$ cat config.mk
export PLATFORM = sky130hd
export DESIGN_NAME = imm_extend_pipe
export DESIGN_NICKNAME = d
export VERILOG_FILES = /design/src/rtl/mips_imm_pkg.sv /design/src/rtl/imm_ext_core.sv /design/src/rtl/imm_extend_pipe.sv
export SDC_FILE = /design/constraint.sdc
export NUM_CORES = 1
export LEC_CHECK = 0
export ABC_AREA = 1
export BUFFER_PORTS_ARGS = -buffer_cell sky130_fd_sc_hd__buf_4
export CORE_ASPECT_RATIO = 2
export CORE_UTILIZATION = 63
export CTS_BUF_LIST = sky130_fd_sc_hd__clkbuf_2
export DETAILED_ROUTE_END_ITERATION = 8
export GPL_ROUTABILITY_DRIVEN = 0
export PLACE_DENSITY = 0.88
export SLEW_MARGIN = 5
export SYNTH_ARGS = -nofsm -noshare
export SYNTH_HDL_FRONTEND = slang
export SYNTH_SLANG_ARGS = --single-unit
$ cat constraint.sdc
create_clock -name clk -period 3.8 [get_ports clk]
set_input_delay 0.38 -clock clk [delete_from_list [all_inputs] [get_ports clk]]
set_output_delay 0.38 -clock clk [all_outputs]
set_load 0.02 [all_outputs]
$ cat src/rtl/mips_imm_pkg.sv
// Shared types and default widths for the MIPS immediate-extension stage.
package mips_imm_pkg;

    localparam int unsigned IMM_W  = 16;
    localparam int unsigned WORD_W = 32;

    // Extension mode selector carried with each decoded immediate.
    typedef enum logic [1:0] {
        SIGN   = 2'b00,
        ZERO   = 2'b01,
        UPPER  = 2'b10,
        BRANCH = 2'b11
    } imm_mode_t;

endpackage

$ cat src/rtl/imm_ext_core.sv
// Combinational immediate extender: sign, zero, upper (LUI) and branch-offset forms.
module imm_ext_core
    import mips_imm_pkg::*;
#(
    parameter int unsigned IN_W  = IMM_W,
    parameter int unsigned OUT_W = WORD_W
) (
    input  logic [IN_W-1:0]  imm,
    input  imm_mode_t        mode,
    output logic [OUT_W-1:0] ext
);

    localparam int unsigned PAD_W = OUT_W - IN_W;

    logic [OUT_W-1:0] sign_ext;
    logic [OUT_W-1:0] zero_ext;
    logic [OUT_W-1:0] upper_ext;
    logic [OUT_W-1:0] branch_ext;

    assign sign_ext   = {{PAD_W{imm[IN_W-1]}}, imm};
    assign zero_ext   = {{PAD_W{1'b0}}, imm};
    assign upper_ext  = {imm, {PAD_W{1'b0}}};
    assign branch_ext = sign_ext << 2;

    // Select the extension form requested by the decoder.
    always_comb begin
        ext = sign_ext;
        case (mode)
            SIGN:    ext = sign_ext;
            ZERO:    ext = zero_ext;
            UPPER:   ext = upper_ext;
            BRANCH:  ext = branch_ext;
            default: ext = sign_ext;
        endcase
    end

endmodule

$ cat src/rtl/imm_extend_pipe.sv
// Pipelined immediate extension with a main register and a one-deep skid buffer.
module imm_extend_pipe
    import mips_imm_pkg::*;
#(
    parameter int unsigned IN_W  = IMM_W,
    parameter int unsigned OUT_W = WORD_W,
    parameter int unsigned TAG_W = 5
) (
    input  logic             clk,
    input  logic             reset,
    input  logic             flush,
    input  logic             in_valid,
    output logic             in_ready,
    input  logic [IN_W-1:0]  in_imm,
    input  imm_mode_t        in_mode,
    input  logic [TAG_W-1:0] in_tag,
    output logic             out_valid,
    input  logic             out_ready,
    output logic [OUT_W-1:0] out_data,
    output logic [TAG_W-1:0] out_tag
);

    // The branch form needs two spare bits above the immediate.
    if (OUT_W < IN_W + 2) begin : g_width_check
        $error("imm_extend_pipe: OUT_W must be at least IN_W + 2");
    end

    logic [OUT_W-1:0] ext_data;

    logic             skid_valid;
    logic [OUT_W-1:0] skid_data;
    logic [TAG_W-1:0] skid_tag;

    logic             accept;
    logic             consume;

    logic             out_valid_n;
    logic [OUT_W-1:0] out_data_n;
    logic [TAG_W-1:0] out_tag_n;
    logic             skid_valid_n;
    logic [OUT_W-1:0] skid_data_n;
    logic [TAG_W-1:0] skid_tag_n;
    logic             in_ready_n;

    // Single extender ahead of both registers so held entries are already extended.
    imm_ext_core #(
        .IN_W  (IN_W),
        .OUT_W (OUT_W)
    ) u_core (
        .imm  (in_imm),
        .mode (in_mode),
        .ext  (ext_data)
    );

    assign accept  = in_valid && in_ready;
    assign consume = out_valid && out_ready;

    // Next-state for main and skid entries; flush wins over every other event.
    always_comb begin
        out_valid_n  = out_valid;
        out_data_n   = out_data;
        out_tag_n    = out_tag;
        skid_valid_n = skid_valid;
        skid_data_n  = skid_data;
        skid_tag_n   = skid_tag;

        if (flush) begin
            out_valid_n  = 1'b0;
            skid_valid_n = 1'b0;
        end else if (consume && skid_valid) begin
            out_valid_n  = 1'b1;
            out_data_n   = skid_data;
            out_tag_n    = skid_tag;
            skid_valid_n = 1'b0;
        end else if (accept && (!out_valid || consume)) begin
            out_valid_n = 1'b1;
            out_data_n  = ext_data;
            out_tag_n   = in_tag;
        end else if (accept) begin
            skid_valid_n = 1'b1;
            skid_data_n  = ext_data;
            skid_tag_n   = in_tag;
        end else if (consume) begin
            out_valid_n = 1'b0;
        end

        in_ready_n = ~skid_valid_n;
    end

    // State registers; in_ready is its own flop so it never depends on out_ready.
    always_ff @(posedge clk or posedge reset) begin
        if (reset) begin
            out_valid  <= 1'b0;
            out_data   <= '0;
            out_tag    <= '0;
            skid_valid <= 1'b0;
            skid_data  <= '0;
            skid_tag   <= '0;
            in_ready   <= 1'b1;
        end else begin
            out_valid  <= out_valid_n;
            out_data   <= out_data_n;
            out_tag    <= out_tag_n;
            skid_valid <= skid_valid_n;
            skid_data  <= skid_data_n;
            skid_tag   <= skid_tag_n;
            in_ready   <= in_ready_n;
        end
    end

endmodule
==> metrics, run 1 <==
outcome finished with violations; failing checks design-rule violations; largest net degree at the start of global routing 56; DRT antenna net count 0; CTS tree yes; Mapped Area 3890 um2; detailed placement HPWL around 6200 um; Worst Path Max Fanout 55; vias in the first global route approximately 3,400; H-tree depth 3; worst hold path type primary input to flop; WL final 9110 um; antenna violations before repair 0; most frequent cells in the layout 313 x nand2_1, 76 x dfrtp_1, 70 x buf_4, 33 x nor2_1, 19 x nand2_2; nets@finish 615; Num Clock Sinks between 70 and 80; Finished Layout Cells 655; final core occ between 70% and 80%; Setup TNS Final 0 ns; Slew @ Worst Pin ~0.7 ns; Arr. time, crit path 2.75 ns; row count 40; register area share after synthesis between 40 and 50%; vias 3,537; Hold Path Origin in_tag[0]; clk_lat worst skew 0.54 ns; commonest non-fill, non-tap cell in the layout nand2_1; share of layout cells above drive strength 1 20.6%; number of flops mapped to enable cells by yosys 0; asr flop ratio synth between 90% and 100%; grt total ovfl 0; Antenna Diode Count 0; Worst Setup End Kind flop; Max rail drop VDD around 0.34 mV; synth warn 0; Ports between 60 and 70; CP required 4.28 ns; final worst-path cycle share 59.6%; first-pass GRT wire length 15,400 um; maxcap violations 0; DR pass1 iterations 7; Critical Path Start out_valid; Root Driver clkbuf_2; syn_area_per_cell 7.33 um2; CP startpoint kind flop; Leak 2.70 nW; synthesized net count ~560; fmax 441 MHz; total CTS buffers 9; post-synth cell types 23; Yosys reg bits 77; total global-route track usage 30.8%; final hold violations 0; PD cells ~470 nW/um2; Vias/cell 5.40; Mapped Cells 530; I/O Buffers 66; cell count after placement ~640; synth-to-layout area growth 14.8%; Reg2Reg Depth 6; Setup Skew 0.0177 ns; Hold Path Depth 3; Max Transition Viols Final 0; Post-route DRC 2; Synth Flop Type dfrtp_1; initial core utilization 65.3%; Core Region 5960 um2; Die Area ~6500 um2; Slew headroom 53.0%; WS Path Type flop to flop; final-report setup violation count 0; RSZ-0062 raised after global routing no; worst r2r src out_valid; routed len/inst 13.9 um; DR iter-0 viols 170; Die X between 50 and 60 um; fill count ~470; Total Power 0.00212 W; fin crit period between 2 and 2.5 ns; Die Y 113 um; Clk pin slew, worst setup/hold paths approximately 0.19 ns; Clock Path Buffers 2
[routing by layer]
metal | wire length [um] | vias up | track usage (%)
met3 | 546 | 27 | 5.26
met1 | 3470 | 1658 | 38.2
met2 | 4830 | 137 | 50.6
met4 | 263 | 0 | 15.9
met5 | 0 | - | 0
li1 | - | 1715 | -
[sequential cells by signal, summed over array words and instances (netlist names)]
signal and count:
out_tag 5, out_valid 1, in_ready 1, skid_data 32
out_data 32, skid_tag 5, skid_valid 1
[cell families (layout without fill, tap and decap cells)]
group | after synthesis | in the layout | share of synthesized area, %
flip-flops | 77 | 77 | 49.6
AND/OR/NAND/NOR | 386 | 386 | 40.7
buffers and inverters | 47 | 109 | 6.76
AO/OA/AOI/OAI | 20 | 20 | 2.96
[critical path, cell delays in order, from the launching register on]
cell	delay, ns
dfrtp_1	0.48
nand3_4	0.51
nand2_1	0.25
nand2_2	0.30
inv_2	0.42
nand2_1	0.16
nand2_1	0.08
[path summary, 6_finish.rpt]
path | to | slack [ns]
max in group asynchronous | skid_data[19] | 2.82
min in group asynchronous | out_data[29] | 0.26
hold reg to reg | skid_data[5] | 0.51
setup / recovery | out_data[13] | 1.53
hold / removal | skid_tag[0] | 0.09
setup reg to reg | out_data[13] | 1.53
[final cells by class]
cell class              instances  area [um2]  area share (%)
clock buffers                   9        45.0            1.01
clock inverters                 7        90.1            2.02
inverters                      21        78.8            1.77
multi-input cells             406        1700            38.0
flip-flops and latches         77        1930            43.2
well taps                      63        78.8            1.77
repair buffers                 72         546            12.2
[through the flow]
step	worst slack, ns	cell area [um2]	hold WS [ns]
2_1_floorplan	1.45	3890	0.442
3_3_place_gp	1.62	4310	0.300
3_5_place_dp	1.58	4310	0.304
4_1_cts	1.55	4460	0.0492
5_1_grt	1.33	4460	0.0583
6_report	1.53	4460	0.0917
[synth_stat cells (3+ instances only)]
library cell	count	area share [%]
buf_2	12	1.5
buf_4	4	0.77
buf_6	6	1.7
clkbuf_1	3	0.29
dfrtp_1	76	49
inv_1	16	1.5
inv_2	5	0.48
nand2_1	313	30
nand2_2	19	3.1
nand3_1	10	1.3
nand3_2	6	1.5
nor2_1	33	3.2
o21ai_0	17	2.2
[power breakdown]
group	total, W	switching [W]	internal, W
Combinational	0.000525	0.000316	0.000209
Clock	0.000502	0.000288	0.000214
Sequential	0.00109	0.0000991	0.000990
Total	0.00212	0.000703	0.00141
[timing repair]
| item | in CTS | in global routing |
|---|---|---|
| hold endpoints to repair | 9 | 0 |
| resized for setup | 0 | 0 |
| setup endpoints to repair | 0 | 0 |
| setup buffers | 0 | 0 |
| hold buffers | 2 | 0 |
(Power assumes the default switching activity.)
==> run 2, diff against run 1 <==
--- a/config.mk
+++ b/config.mk
@@ -8,11 +8,11 @@
 export ABC_AREA = 1
 export BUFFER_PORTS_ARGS = -buffer_cell sky130_fd_sc_hd__buf_4
 export CORE_ASPECT_RATIO = 2
-export CORE_UTILIZATION = 63
+export CORE_UTILIZATION = 58
 export CTS_BUF_LIST = sky130_fd_sc_hd__clkbuf_2
 export DETAILED_ROUTE_END_ITERATION = 8
 export GPL_ROUTABILITY_DRIVEN = 0
-export PLACE_DENSITY = 0.88
+export PLACE_DENSITY = 0.82
 export SLEW_MARGIN = 5
 export SYNTH_ARGS = -nofsm -noshare
 export SYNTH_HDL_FRONTEND = slang
==> constraint.sdc (replaced) <==
create_clock -name clk -period 2.3 [get_ports clk]
set_input_delay 0.23 -clock clk [delete_from_list [all_inputs] [get_ports clk]]
set_output_delay 0.23 -clock clk [all_outputs]
set_load 0.02 [all_outputs]
==> run 2 against run 1 <==
  * First-iteration DRC count increased by 41%
  * Largest cell class unchanged
  * Global-route usage decreased by 0.39 points
  * Count of clock-buffer cells in the layout increased by 1
  * Critical endpoint is now out_tag[1]
  * The flow now finishes without violations
  * Non-clock buffer count increased by 27
  * Setup slack got worse by 0.98 ns
  * Largest power group unchanged
==> metrics, run 2 (synthesis gave the netlist of run 1 again) <==
outcome finished, final reports clean; share of layout cells above drive strength 1 between 10% and 20%; grt total ovfl 0; post-CTS resize count 0; Leak 2.82 nW; biggest regs out_data x32, skid_data x32; Arr. time, crit path 2.26 ns; fmax about 570 MHz; Worst Path Max Fanout 26; largest net degree at the start of global routing a little under 80; final-report setup violation count 0; Reg2Reg Depth 6; CTS Hold Buffers Added 29; Worst R2R End out_tag[1]; DR pass1 iterations 5; PD cells 720 nW/um2; Slew headroom 56.8%; Post-route DRC 0; CTS tree yes; final worst slack 0.554 ns; most frequent cells in the layout 313 x nand2_1, 76 x dfrtp_1, 69 x buf_4, 33 x nor2_1, 29 x dlygate4sd3_1; CP startpoint kind flop; DRT antenna net count 0; Clock Path Buffers 2; WL final 9520 um; Die Y 118 um; DR iter-0 viols 239; maxcap violations 0; Die Area 7050 um2; Max rail drop VDD 0.490 mV; worst hold path type primary input to flop; vias 3,641; Vias/cell 5.16; Slew @ Worst Pin 0.648 ns; Hold Path Origin in_imm[15]; first-pass GRT wire length 16,000 um; final worst-path cycle share around 76%; fin crit period approximately 1.7 ns; synth-to-layout area growth 22.0%; antenna violations before repair 0; nets@finish 642; worst slack, placed 0.604 ns; Hold Path Depth 5; CP required 2.82 ns; Finished Layout Cells between 700 and 800; Core Region 6410 um2; cell count after placement 660; Setup TNS Final 0 ns; Root Driver clkbuf_2; clk_lat worst skew between 0.5 and 0.6 ns; Num Clock Sinks 77; initial core utilization between 60% and 70%; Worst Setup End Kind flop; I/O Buffers 66; commonest non-fill, non-tap cell in the layout nand2_1; fill count between 400 and 500; RSZ-0062 raised after global routing no; Antenna Diode Count 0; vias in the first global route 3,530; setup repair bufs after CTS 0; hold path endpoint skid_data[16]; total CTS buffers 9; total global-route track usage 30.4%; Clk pin slew, worst setup/hold paths 0.19 ns; Die X 59.9 um; detailed placement HPWL approximately 6000 um; row count 41; Max Transition Viols Final 0; Ports 67; final hold violations 0; routed len/inst 13.5 um; setup slack, reg-to-reg 0.55 ns; worst r2r src out_valid; Setup Skew 0.0193 ns; WS Path Type flop to flop; H-tree depth 3
==> run 2: cell types whose count changed in the layout (fill, tap and decap cells not counted), sizes merged <==
| cell | before | now |
|---|---|---|
| bufinv | 2 | 1 |
| clkinv | 4 | 5 |
| clkinvlp | 1 | 0 |
| clkbuf | 9 | 10 |
| dlygate4sd3 | 2 | 29 |
==> run 2: cell type report <==
class,count,area [um2],area share (%)
multi-input combinational,406,1700,35.8
sequential,77,1930,40.7
clock buffer,10,50.0,1.06
tap,86,108,2.27
clock inverter,6,53.8,1.13
inverter,21,78.8,1.66
timing repair buffer,99,828,17.5
==> run 2: per-layer routing <==
layer	up-vias	track usage (%)	wire, um
li1	1768	-	-
met1	1711	35.3	3490
met2	134	51.0	5110
met3	28	6.59	595
met4	0	14.5	327
met5	-	0	0
==> run 2: through the flow <==
step                      utilization, %  power, W  hold WS, ns  cell area [um2]
after floorplan                        -   0.00234        0.351             3890
after global placement              67.8   0.00265        0.355             4350
after detailed placement            67.8   0.00269        0.356             4350
after CTS                           74.0   0.00343      0.00340             4740
after global routing                74.0   0.00361       0.0466             4740
final                               74.0   0.00341       0.0498             4740
==> run 2: how the worst max path moves through the flow <==
stage	cells past startpoint	from	end
2_1_floorplan	1	reset	out_data[0]
3_3_place_gp	5	out_valid	out_tag[0]
3_5_place_dp	6	out_valid	out_tag[1]
4_1_cts	6	out_valid	out_tag[1]
5_1_grt	6	out_valid	out_tag[3]
6_report	6	out_valid	out_tag[1]
==> run 2: where the power goes <==
group / switching (W) / internal (W) / leakage [nW]
logic: 0.000536 / 0.000380 / 1.76
registers: 0.000157 / 0.00164 / 0.985
clock network: 0.000461 / 0.000245 / 0.0729
total: 0.00115 / 0.00226 / 2.82
==> run 2: worst max-delay path, stage by stage, from the launching register on <==
cell	delay (ns)
dfrtp_1	0.47
nand3_4	0.28
inv_1	0.59
nand2_1	0.12
o21ai_0	0.11
nand2_1	0.07
nand2_1	0.07
==> run 3, diff against run 2 <==
--- a/config.mk
+++ b/config.mk
@@ -5,14 +5,14 @@
 export SDC_FILE = /design/constraint.sdc
 export NUM_CORES = 1
 export LEC_CHECK = 0
-export ABC_AREA = 1
+export ABC_AREA = 0
 export BUFFER_PORTS_ARGS = -buffer_cell sky130_fd_sc_hd__buf_4
 export CORE_ASPECT_RATIO = 2
-export CORE_UTILIZATION = 58
+export CORE_UTILIZATION = 53
 export CTS_BUF_LIST = sky130_fd_sc_hd__clkbuf_2
 export DETAILED_ROUTE_END_ITERATION = 8
 export GPL_ROUTABILITY_DRIVEN = 0
-export PLACE_DENSITY = 0.82
+export PLACE_DENSITY = 0.79
 export SLEW_MARGIN = 5
 export SYNTH_ARGS = -nofsm -noshare
 export SYNTH_HDL_FRONTEND = slang
==> constraint.sdc (replaced) <==
create_clock -name clk -period 1.5 [get_ports clk]
set_input_delay 0.15 -clock clk [delete_from_list [all_inputs] [get_ports clk]]
set_output_delay 0.15 -clock clk [all_outputs]
set_load 0.02 [all_outputs]
==> run 3 against run 2 <==
  * The run now ends with negative setup slack left
  * Register-to-register slack got worse by 0.72 ns
  * Count of clock-buffer cells in the layout did not move
  * Core utilization rose by 5.6 points
  * Synthesized area rose by 4.1%
  * Sequential power rose by 58%
  * Maximum frequency rose by 5.0%
  * Wire length rose by 44%
==> metrics, run 3 <==
share of layout cells above drive strength 1 around 44%; total CTS buffers 9; Die Area ~8000 um2; number of flops mapped to enable cells by yosys 0; Max Transition Viols Final 0; worst hold path type primary input to flop; Setup Skew 0.0211 ns; Vias/cell ~6.6; final worst-path cycle share 111%; maxcap violations 0; worst r2r src in_ready; Leak 2.68 nW; synth warn 0; worst slack, placed -0.104 ns; H-tree depth 3; post-synthesis xor/xnor area fraction 0%; Antenna Diode Count 0; final hold violations 0; fmax around 600 MHz; Mapped Area 4050 um2; top cells by count, synth 76 x dfrtp_1, 50 x mux2_2, 27 x a22o_1, 24 x clkbuf_1, 20 x o31ai_1; clk_lat worst skew approximately 0.59 ns; CP required 2.01 ns; Root Driver clkbuf_2; synth-to-layout area growth 44.0%; Ports 67; Max rail drop VDD 0.741 mV; Total Power 0.00635 W; Synth Area in Simple Gates 3.87%; detailed placement HPWL 7290 um; final worst slack -0.164 ns; I/O Buffers 66; grt total ovfl 0; largest family of logic cells by synthesized area compound AO/OA/AOI/OAI gates; CTS tree yes; total global-route track usage 33.4%; setup slack, reg-to-reg -0.16 ns; largest net degree at the start of global routing 78; outcome finished with violations; row count 44; synthesized net count 382; failing checks negative setup slack; top post-synthesis cells by area dfrtp_1 47%, mux2_2 14%, a22o_1 5.8%; routed len/inst ~24 um; Hold Path Depth 3; Slew headroom 64.4%; fill count around 420; cell count after placement 503; post-synth cell types 38; Synth Area in Compound Gates 24.9%; Die Y ~130 um; fin crit period between 1.5 and 2 ns; Yosys reg bits 77; Arr. time, crit path between 2 and 2.5 ns; register area share after synthesis a little under half; antenna violations before repair 0; dpl cell area slightly below 5000 um2; WL final 13,700 um; Worst Path Max Fanout 11; biggest regs out_data x32, skid_data x32; DRT antenna net count 0; syn_area_per_cell 11.4 um2; Hold Path Origin in_mode[1]; Clk pin slew, worst setup/hold paths between 0.2 and 0.3 ns; commonest non-fill, non-tap cell in the layout buf_4; Mapped Cells 354; Design Area, Final 5830 um2; vias in the first global route 3,907; Clock Path Buffers 2; nets@finish 493; asr flop ratio synth 100%; Slew @ Worst Pin roughly 0.53 ns; Yosys top cell area share approximately 47%; Reg2Reg Depth 4; most numerous cell in the Yosys netlist dfrtp_1; RSZ-0062 raised after global routing yes; PD cells 1090 nW/um2; most frequent cells in the layout 83 x buf_4, 75 x dfrtp_1, 46 x mux2_4, 32 x dlygate4sd3_1, 27 x a22o_1; Worst R2R End out_data[14]; hold path endpoint skid_data[1]; Worst Setup End Kind flop; DR pass1 iterations 5; vias 3,735; post-synth top area cell dfrtp_1; final-report setup violation count 75; Post-route DRC 0; CP startpoint kind flop; post-synthesis adder-cell area fraction 0%; Finished Layout Cells 562; Num Clock Sinks 77; Synth Flop Type dfrtp_1; Die X about 64 um; Setup TNS Final -8.45 ns; WS Path Type flop to flop; initial core utilization 55.3%; multiplexer share of the synthesized area 17.9%; Core Region 7320 um2; first-pass GRT wire length 20,000 um; DR iter-0 viols 407
==> run 3: cell count changes in the layout (fill, tap and decap cells not counted), sizes merged, moves of 16 or more <==
| cell | delta |
|---|---|
| nand2 | -331 |
| mux2 | +50 |
| buf | +33 |
| o31ai | +29 |
| a22o | +27 |
| nor2 | -21 |
| mux2i | +16 |
==> run 3: repair_timing <==
item	CTS	global route
pin swaps	0	1
gates resized for setup	46	48
setup buffers	7	2
endpoints found under the setup margin	71	77
endpoints found under the hold margin	117	0
cloned	2	2
hold buffers	32	0
==> run 3: routing by layer <==
layer	vias up	wire length [um]	GRT usage [%]
li1	1575	-	-
met1	1876	4820	36.3
met2	224	7290	56.4
met3	60	782	7.85
met4	0	788	21.9
met5	-	0	0
==> run 3: logic make-up (layout without fill, tap and decap cells) <==
family | count (synthesis) | in the layout
flip-flops | 77 | 77
multiplexers | 66 | 66
AND/OR/NAND/NOR | 31 | 31
buffers and inverters | 56 | 172
AO/OA/AOI/OAI | 124 | 124
==> run 3: worst max-delay path by stage <==
stage / from / slack [ns] / endpoint / cells past startpoint
final: in_ready / -0.16 / out_data[14] / 4
after global routing: out_valid / -0.32 / out_data[28] / 4
after CTS: in_ready / -0.10 / out_data[7] / 4
after detailed placement: out_valid / -0.10 / out_data[11] / 4
after global placement: in_ready / -0.07 / out_data[19] / 4
after floorplan: in_ready / -0.12 / out_data[10] / 5
==> run 3: power by group <==
group          total, W  switching, W  leakage, nW  internal, W
combinational   0.00202      0.000949         1.62      0.00107
sequential      0.00282      0.000305        0.972      0.00251
clock           0.00152      0.000793       0.0921     0.000724
==> run 3: through the flow <==
step | hold slack, ns | utilization (%)
floorplan | 0.289 | -
global placement | 0.297 | 65.7
detailed placement | 0.301 | 65.7
CTS | 0.0161 | 76.1
global route | 0.0177 | 79.6
finish | 0.0423 | 79.6
==> run 3: final cells by class <==
type | count | area [um2] | area share [%]
multi-input combinational | 221 | 2230 | 38.3
sequential | 77 | 1930 | 33.1
timing repair buffer | 137 | 1320 | 22.6
tap | 92 | 115 | 1.98
clock inverter | 6 | 111 | 1.91
inverter | 19 | 75.1 | 1.29
clock buffer | 10 | 50.0 | 0.859
==> run 3: worst max-delay path, cell delays in order (launching register included) <==
cell and delay (ns):
dfstp_2 0.62, a22oi_2 0.12, or3_4 0.40, clkbuf_16 0.21
o31ai_2 0.24
